===== config.mk =====
export PLATFORM = sky130hd
export DESIGN_NAME = shifter_pipe
export DESIGN_NICKNAME = d
export VERILOG_FILES = /design/src/rtl/shifter_pkg.sv /design/src/rtl/shifter_level.sv /design/src/rtl/shifter_pipe.sv
export SDC_FILE = /design/constraint.sdc
export NUM_CORES = 1
export LEC_CHECK = 0
export CAP_MARGIN = 0
export CORE_UTILIZATION = 25
export DETAILED_ROUTE_END_ITERATION = 8
export DONT_BUFFER_PORTS = 1
export GPL_TIMING_DRIVEN = 0
export PLACE_DENSITY = 0.41
export SYNTH_ARGS = -nofsm -noshare
export SYNTH_HDL_FRONTEND = slang
export SYNTH_SLANG_ARGS = --single-unit

===== constraint.sdc =====
create_clock -name clk -period 3.9 [get_ports clk]
set_input_delay 0.195 -clock clk [delete_from_list [all_inputs] [get_ports clk]]
set_output_delay 0.195 -clock clk [all_outputs]
set_load 0.005 [all_outputs]

===== src/rtl/shifter_pkg.sv =====
// shifter_pkg: shared types and helpers for the pipelined barrel shifter.
//   shift_cmd_e   - decoded shift operation
//   payload_t     - per-stage payload (data, remaining amount, cmd, word, tag),
//                   sized for the widest configuration (XLEN=64, TAG_W<=16);
//                   narrower builds use the low bits of each field
//   levels_in_stage / first_level - split of the log2(XLEN) shift levels
//                   across the register stages
package shifter_pkg;

  localparam int MAX_XLEN  = 64;
  localparam int MAX_AMT_W = 6;
  localparam int MAX_TAG_W = 16;

  typedef enum logic [2:0] {
    SLL = 3'd0,
    SRL = 3'd1,
    SRA = 3'd2,
    ROL = 3'd3,
    ROR = 3'd4
  } shift_cmd_e;

  typedef struct packed {
    logic [MAX_XLEN-1:0]  data;
    logic [MAX_AMT_W-1:0] amt;
    shift_cmd_e           cmd;
    logic                 word;
    logic [MAX_TAG_W-1:0] tag;
  } payload_t;

  // The first (L mod stages) stages take one extra level.
  function automatic int levels_in_stage(int xlen, int stages, int s);
    int l;
    l = $clog2(xlen);
    return (l / stages) + ((s < (l % stages)) ? 1 : 0);
  endfunction

  // Global index (0 = largest distance) of the first level held by stage s.
  function automatic int first_level(int xlen, int stages, int s);
    int acc;
    acc = 0;
    for (int i = 0; i < s; i++) acc += levels_in_stage(xlen, stages, i);
    return acc;
  endfunction

endpackage


===== src/rtl/shifter_level.sv =====
// shifter_level: one conditional shift level of distance DIST. Purely
// combinational. When en is low the operand passes through unchanged.
// Ports:
//   din  - operand in
//   en   - amount bit selecting this level
//   cmd  - decoded operation (ROL/ROR only reach here in rotate builds)
//   dout - operand after this level
// Build option: SHIFTER_ROTATE_EN adds the wrap-around paths.
module shifter_level
  import shifter_pkg::*;
#(
  parameter int XLEN = 32,
  parameter int DIST = 1
) (
  input  logic [XLEN-1:0] din,
  input  logic            en,
  input  shift_cmd_e      cmd,
  output logic [XLEN-1:0] dout
);

  always_comb begin
    dout = din;
    if (en) begin
      case (cmd)
        SRL:     dout = {{DIST{1'b0}}, din[XLEN-1:DIST]};
        // Bit XLEN-1 carries the sign; W-op operands arrive pre-sign-extended.
        SRA:     dout = {{DIST{din[XLEN-1]}}, din[XLEN-1:DIST]};
`ifdef SHIFTER_ROTATE_EN
        ROL:     dout = {din[XLEN-DIST-1:0], din[XLEN-1:XLEN-DIST]};
        ROR:     dout = {din[DIST-1:0], din[XLEN-1:DIST]};
`endif
        default: dout = {din[XLEN-DIST-1:0], {DIST{1'b0}}};
      endcase
    end
  end

endmodule


===== src/rtl/shifter_pipe.sv =====
// shifter_pipe: pipelined XLEN-wide barrel shifter (SLL/SRL/SRA, optional
// ROL/ROR, RV64 W variants) with STAGES register stages.
// Ports:
//   clk, reset    - clock, synchronous active-high reset
//   FLUSH_SE      - drop everything in flight (and any offered input)
//   IN_VALID_SE / IN_READY_SE - request handshake
//   DIN_SE, SHIFT_VAL_SE, CMD_SE, WORD_SE, TAG_SE - request payload
//   OUT_VALID_SE / OUT_READY_SE - result handshake
//   DOUT_SE, TAG_OUT_SE - result and its tag (registered)
// Handshake: a transfer happens on a rising edge where valid and ready are
// both high; a producer holds valid and payload until that edge, and a stalled
// result (valid && !ready) keeps DOUT_SE/TAG_OUT_SE stable.
// Build option: SHIFTER_ROTATE_EN enables ROL/ROR; otherwise CMD 3 acts as
// SLL and CMD 4 as SRL. TAG_W must not exceed 16.
module shifter_pipe
  import shifter_pkg::*;
#(
  parameter int XLEN   = 32,
  parameter int STAGES = 2,
  parameter int TAG_W  = 5
) (
  input  logic                     clk,
  input  logic                     reset,
  input  logic                     FLUSH_SE,
  input  logic                     IN_VALID_SE,
  output logic                     IN_READY_SE,
  input  logic [XLEN-1:0]          DIN_SE,
  input  logic [$clog2(XLEN)-1:0]  SHIFT_VAL_SE,
  input  logic [2:0]               CMD_SE,
  input  logic                     WORD_SE,
  input  logic [TAG_W-1:0]         TAG_SE,
  output logic                     OUT_VALID_SE,
  input  logic                     OUT_READY_SE,
  output logic [XLEN-1:0]          DOUT_SE,
  output logic [TAG_W-1:0]         TAG_OUT_SE
);

  localparam int L = $clog2(XLEN);

  // ---------------------------------------------------------------- decode
  shift_cmd_e      in_cmd;
  logic            word_op;
  logic [L-1:0]    in_amt;
  logic [63:0]     w64;
  payload_t        in_pay;
  logic            accept;

  always_comb begin
    case (CMD_SE)
      3'd1:    in_cmd = SRL;
      3'd2:    in_cmd = SRA;
`ifdef SHIFTER_ROTATE_EN
      3'd3:    in_cmd = ROL;
      3'd4:    in_cmd = ROR;
`else
      3'd4:    in_cmd = SRL;
`endif
      default: in_cmd = SLL;
    endcase
  end

  assign word_op = WORD_SE && (XLEN == 64);

  // W-op operand shaping so a full-width shift yields the 32-bit answer in
  // the low word: zero-extend for logical, sign-extend for SRA, duplicate
  // the word for rotates so the wrapped bits land in the low half.
  always_comb begin
    case (in_cmd)
      SRA:      w64 = {{32{DIN_SE[31]}}, DIN_SE[31:0]};
      ROL, ROR: w64 = {DIN_SE[31:0], DIN_SE[31:0]};
      default:  w64 = {32'b0, DIN_SE[31:0]};
    endcase
  end

  always_comb begin
    in_amt = SHIFT_VAL_SE;
    if (word_op) in_amt[L-1] = 1'b0;
    in_pay      = '0;
    in_pay.data = MAX_XLEN'(word_op ? w64[XLEN-1:0] : DIN_SE);
    in_pay.amt  = MAX_AMT_W'(in_amt);
    in_pay.cmd  = in_cmd;
    in_pay.word = word_op;
    in_pay.tag  = MAX_TAG_W'(TAG_SE);
  end

  // ------------------------------------------------------- valid/ready chain
  logic [STAGES-1:0] vld;
  logic [STAGES-1:0] ld;
  payload_t          stage_q [STAGES];

  // ld[s]: stage s may take new content this edge. True when the output is
  // being consumed or any stage from s downstream is empty (bubbles collapse).
  always_comb begin
    logic acc;
    acc = OUT_READY_SE;
    for (int s = STAGES - 1; s >= 0; s--) begin
      acc   = acc | ~vld[s];
      ld[s] = acc;
    end
  end

  assign IN_READY_SE = !FLUSH_SE && ld[0];
  assign accept      = IN_VALID_SE && IN_READY_SE;

  // ------------------------------------------------------------------ stages
  for (genvar s = 0; s < STAGES; s++) begin : g_stage
    localparam int NLV = levels_in_stage(XLEN, STAGES, s);
    localparam int FL  = first_level(XLEN, STAGES, s);

    payload_t        src;
    logic            src_v;
    payload_t        nxt;
    payload_t        pay_q;
    logic            v_q;
    logic [XLEN-1:0] chain [NLV+1];

    if (s == 0) begin : g_src_in
      assign src   = in_pay;
      assign src_v = accept;
    end else begin : g_src_prev
      assign src   = stage_q[s-1];
      assign src_v = vld[s-1];
    end

    assign chain[0] = src.data[XLEN-1:0];

    for (genvar k = 0; k < NLV; k++) begin : g_lvl
      localparam int LV = FL + k;
      shifter_level #(
        .XLEN (XLEN),
        .DIST (1 << (L - 1 - LV))
      ) u_level (
        .din  (chain[k]),
        .en   (src.amt[L-1-LV]),
        .cmd  (src.cmd),
        .dout (chain[k+1])
      );
    end

    // The W-op sign-extension is folded into the last stage's load.
    always_comb begin
      nxt      = src;
      nxt.data = MAX_XLEN'(chain[NLV]);
      if (s == STAGES - 1 && src.word)
        nxt.data = {{32{chain[NLV][31]}}, chain[NLV][31:0]};
    end

    always_ff @(posedge clk) begin
      if (reset) begin
        v_q   <= 1'b0;
        pay_q <= '0;
      end else if (FLUSH_SE) begin
        v_q <= 1'b0;
      end else if (ld[s]) begin
        v_q <= src_v;
        if (src_v) pay_q <= nxt;
      end
    end

    assign vld[s]     = v_q;
    assign stage_q[s] = pay_q;
  end

  // ----------------------------------------------------------------- outputs
  assign OUT_VALID_SE = vld[STAGES-1];
  assign DOUT_SE      = stage_q[STAGES-1].data[XLEN-1:0];
  assign TAG_OUT_SE   = stage_q[STAGES-1].tag[TAG_W-1:0];

  // Fields of the output stage that no consumer reads.
  logic unused_ok;
  assign unused_ok = ^{stage_q[STAGES-1], w64};

endmodule


Word level (Yosys, flattened, before mapping)
Index checks and enable logic that the tools add are counted.
Word-level totals
  flip-flop bits (word level): 81
  input port bits: 51
  output and inout bits: 39
  logic and storage cells: 38
Operators by class
  reduce and logical (&&, ||, !) cells: 7
  multiplexer cells: 11
  equality and inequality tests: 7
  bitwise gates (word level): 5
Operator list (count)
  $pmux 32 s2: 5
  $mux 32: 5
  $eq 3x1->1 const B: 2
  $eq 3x2->1 const B: 2
  $reduce_and 3->1: 2
  $pmux 2 s2: 1
  $reduce_or 2->1: 2
  $eq 3x3->1 const B: 1
  $not 1->1: 3
  $eq 2x1->1 const B: 1
  $eq 2x2->1 const B: 1
  $logic_and 1x1->1: 2
  $or 1x1->1: 2
  $logic_not 1->1: 1

Depth between registers and ports, before layout
  depth in word-level cells: 10
  depth in mapped cells: 12

Cells and area by module
A second synthesis with hierarchy kept.
Second synthesis, totals
  cell total of the unflattened synthesis: 1058
  area total of the unflattened synthesis: 7173.1 µm²
Modules (own cells, without submodules)
  shifter_pipe: area an instance 3138.0 µm², cells each 374, times used 1, sequential area each 1601.5 µm²
  shifter_level (g_stage[1].g_lvl[0].u_level): area an instance 1037.2 µm², cells each 149, times used 1, sequential area each 0.0 µm²
  shifter_level (g_stage[1].g_lvl[1].u_level): area an instance 882.1 µm², cells each 151, times used 1, sequential area each 0.0 µm²
  shifter_level (g_stage[0].g_lvl[2].u_level): area an instance 793.3 µm², cells each 141, times used 1, sequential area each 0.0 µm²
  shifter_level (g_stage[0].g_lvl[1].u_level): area an instance 700.7 µm², cells each 132, times used 1, sequential area each 0.0 µm²
  shifter_level (g_stage[0].g_lvl[0].u_level): area an instance 621.8 µm², cells each 111, times used 1, sequential area each 0.0 µm²

Worst setup path after synthesis
Ideal clock, no wire load.
  path type: input-to-reg
  from: input CMD_SE[0]
  to: register g_stage[0].pay_q[28] in the netlist's numbering
  arrival time: 2.025 ns
  path buffers: 3
  stages: 11
  path slack: 1.743 ns
  library setup time: 0.132 ns
  path through: xnor2_1 -> nor2_1 -> inv_1 -> ha_1 -> buf_4 -> o21ai_1 -> buf_2 -> buf_2 -> o21ai_0 -> a221oi_1 -> nor3_1
Between the ends
  longest elaborated chain between the ends: 10
  elaborated cells on any way between the ends: 13
  classes of those cells: 5 x eq/ne; 7 x mux; 1 x reduce/logical
Ends and longest elaborated chain
  from (decl): line shifter_pipe.sv:29  | input logic [2:0] CMD_SE,
  $eq 3x3->1 or $eq 3x1->1 (tied branches): line shifter_pipe.sv:49  | case (CMD_SE)
  $reduce_or 2->1 (no source line)
  $pmux 2 s2 *: line shifter_pipe.sv:49
  via g_stage[0].g_lvl[0].u_level.cmd[0]: line shifter_level.sv:17  | input shift_cmd_e cmd,
  $eq 2x2->1 or $eq 2x1->1 (tied branches)
  $pmux 32 s2: line shifter_level.sv:24  | case (cmd)
  $mux 32: line shifter_level.sv:23  | if (en) begin
  $pmux 32 s2: line shifter_level.sv:24
  $mux 32: line shifter_level.sv:23
  $pmux 32 s2: line shifter_level.sv:24
  $mux 32 *: line shifter_level.sv:23
  to (signal assigned): line shifter_pipe.sv:156  | if (src_v) pay_q <= nxt;
  to (decl): line shifter_pipe.sv:113  | payload_t pay_q;
Mark *: on every way through the listed nets, which the timed path passes. The rest lies on a longest branch.
A chain may end at the register's enable or synchronous reset.

Final worst setup path
Same ends and word-level chain as after synthesis.

==> impl_metrics.tcl <==
set metrics [dict create \
    via_per_inst 6.164 \
    grt_max_degree 17 \
    routed_wl_mm 32.73 \
    cts_buffers 9 \
    worst_setup_path_end_kind "flop" \
    skew_ns 0.01022 \
    start_kind "primary input" \
    rsz0062_at_grt "no" \
    power_w 0.002421 \
    clkTransAtPathRegs_ns 0.07 \
    async_flop_share_pct 0 \
    rows 58 \
    synth.distinct_cells 75 \
    antenna_left 0 \
    synth_edf_count 0 \
    dr.max_layer_used "met4" \
    cts_tree "yes" \
    cts_num_sinks 80 \
    wl_per_cell_um 25.63 \
    power_density_nw_per_um2 328.2 \
    antenna_found_initial 0 \
    grt_pass1_wl_mm 48.66 \
    setup_viol 0 \
    hold_slack_ns 0.07415 \
    max_slew.worst_pin.slew_ns 0.7579 \
    cp.arrival_ns 3.24 \
    hp-class "primary input to flop" \
    fin_nets 998 \
    fin_crit_sh_pct 77.28 \
    drt_iter0_drc 981 \
    syn_inst 922 \
    finalSetupTns_ns 0 \
    worstSetupPathType "primary input to flop" \
    synth-seq-area-share_pct 24.40 \
    start_util_pct 25.77 \
    instances_no_fill 1277 \
    required_ns 4.12 \
    clockRootBuffer "clkbuf_16" \
    multi_input_area_um2 4484 \
    wl_met1_mm 13.85 \
    clkLatencyLatePin_ns 0.36 \
    drc 0 \
    htree_levels 3 \
    synthDominantCellAreaShare_pct 24.40 \
    max-vdd-ir-drop_mv 0.1898 \
    fill_cells 2798 \
    place_ws_ns 0.6005 \
    yosys.area.top_type "dfxtp_1" \
    ys_top_cells_by_area "dfxtp_1 (24%), nand2_1 (7.8%), a21oi_1 (6.3%), nor2_1 (4.5%), a311oi_1 (3.5%)" \
    die_y_um 164.0 \
    dp_cells 1252 \
    synthFlopType "dfxtp_1" \
    outcome "complete, no violations" \
    area_delta_synth_final_pct 12.39 \
    cts_setup_buffers 0 \
    maxSlewViolCount 0 \
    core_um2 25470 \
    grt-ovfl-total 0 \
    antenna_cells 0 \
    first_pass_iters 6 \
    vias 7871 \
    track_usage_pct 24.23 \
    yosys-top-cells-count "nand2_1 (137), a21oi_1 (82), dfxtp_1 (80), nor2_1 (79), clkbuf_1 (46)" \
    synth.yosys.warnings 0 \
    hold_viol_final 0 \
    grt_pass1_vias 7554 \
    worst_slack_ns 0.8859 \
    ys_seq_elements 80 \
    cts_resized 0 \
    yosysMostFrequentCell "nand2_1" \
    layout-drive-gt1-share_pct 9.398 \
    crit_fanout 10 \
    leakage_nw 2.451 \
    syn-num-nets 978 \
    relSlewSlack_pct 49.48 \
    portBuffers 0 \
    clock.fmax_mhz 331.8 \
    place_hpwl_mm 24.53 \
    cap_viol_max_count 0 \
    period_needed_ns 3.014 \
    dr_wl_met2_mm 14.35 \
    gp_congestion 0.9841 \
    ios 90 \
    register_area_um2 1602 \
    die_w_um 164.0 \
    dieArea_um2 26910 \
    syn_avg_cell_area_um2 7.119 \
    syn_area_um2 6564 \
    wl_met3_mm 3.346 \
    clock_path_buffers 2 \
]
[metal layers]
metal | up-vias | GRT usage [%]
li1 | 3534 | -
met1 | 3722 | 32.05
met2 | 526 | 37.31
met3 | 89 | 5.833
met4 | 0 | 10.31
met5 | - | 0
[kinds of logic after synthesis]
| logic type | share of synthesized area (%) |
|---|---|
| AO/OA/AOI/OAI | 39.76 |
| XOR/XNOR | 0.1335 |
| flip-flops | 24.40 |
| adder cells (fa/ha/maj) | 0.9531 |
| buffers and inverters | 7.282 |
| multiplexers | 3.965 |
| AND/OR/NAND/NOR | 23.50 |
[layout by cell type (no fill, tap or decap), drive strengths merged, types with 19 or more instances in the layout]
| cell | n |
|---|---|
| nor3 | 36 |
| a21oi | 82 |
| a311oi | 26 |
| clkbuf | 56 |
| nor2 | 82 |
| buf | 47 |
| a22o | 19 |
| nand2b | 26 |
| dfxtp | 80 |
| a31oi | 21 |
| a211oi | 22 |
| o21ai | 38 |
| nand2 | 137 |
| a221oi | 19 |
[registers in the layout, summed over array words and instances (netlist names)]
name           count
DOUT_SE           32
OUT_VALID_SE       1
TAG_OUT_SE         5
g_stage.pay_q     41
g_stage.v_q        1
[what timing repair did]
action                                  CTS  global route
endpoints found under the setup margin    0             0
hold endpoints to repair                  9             0
hold buffers                              9             0
[report_power, final]
group / total (W) / switching [W] / internal, W
combinational: 0.000605 / 0.000401 / 0.000204
clock: 0.000908 / 0.000398 / 0.000510
sequential: 0.000909 / 0.0000554 / 0.000853
[critical path: stages]
cell and delay, ns:
xnor2_1 0.10, nor2_1 0.26, inv_1 0.11, ha_1 0.47
buf_4 0.25, o21ai_1 0.24, buf_2 0.37, buf_2 0.32
o21ai_0 0.22, a221oi_1 0.59, nor3_1 0.09
[final timing paths]
check	startpoint	to	slack, ns	cells after the start
worst min register to register	g_stage[0].pay_q[1]$_SDFFE_PP0P_	TAG_OUT_SE[1]$_SDFFE_PP0P_	0.45	2
worst max register to register	g_stage[0].pay_q[17]$_SDFFE_PP0P_	DOUT_SE[8]$_SDFFE_PP0P_	1.29	8
worst min-delay path	CMD_SE[1]	g_stage[0].pay_q[17]$_SDFFE_PP0P_	0.07	3
worst max-delay path	CMD_SE[0]	g_stage[0].pay_q[28]$_SDFFE_PP0P_	0.89	11
[stage by stage]
stage               area (µm²)  util (%)
finish                    7377     28.96
global route              7377     28.96
CTS                       7377     28.96
detailed placement        6977     27.39
global placement          6977     27.39
floorplan                 6564         -
[cell type report]
cell class / count / area share, %
multi-input combinational: 734 / 60.79
sequential: 80 / 21.71
buffer: 94 / 5.767
tap: 330 / 5.597
clock buffer: 9 / 3.053
timing repair buffer: 9 / 1.221
clock inverter: 7 / 1.153
inverter: 14 / 0.7123
No activity file was read; power rests on OpenSTA's default activity.
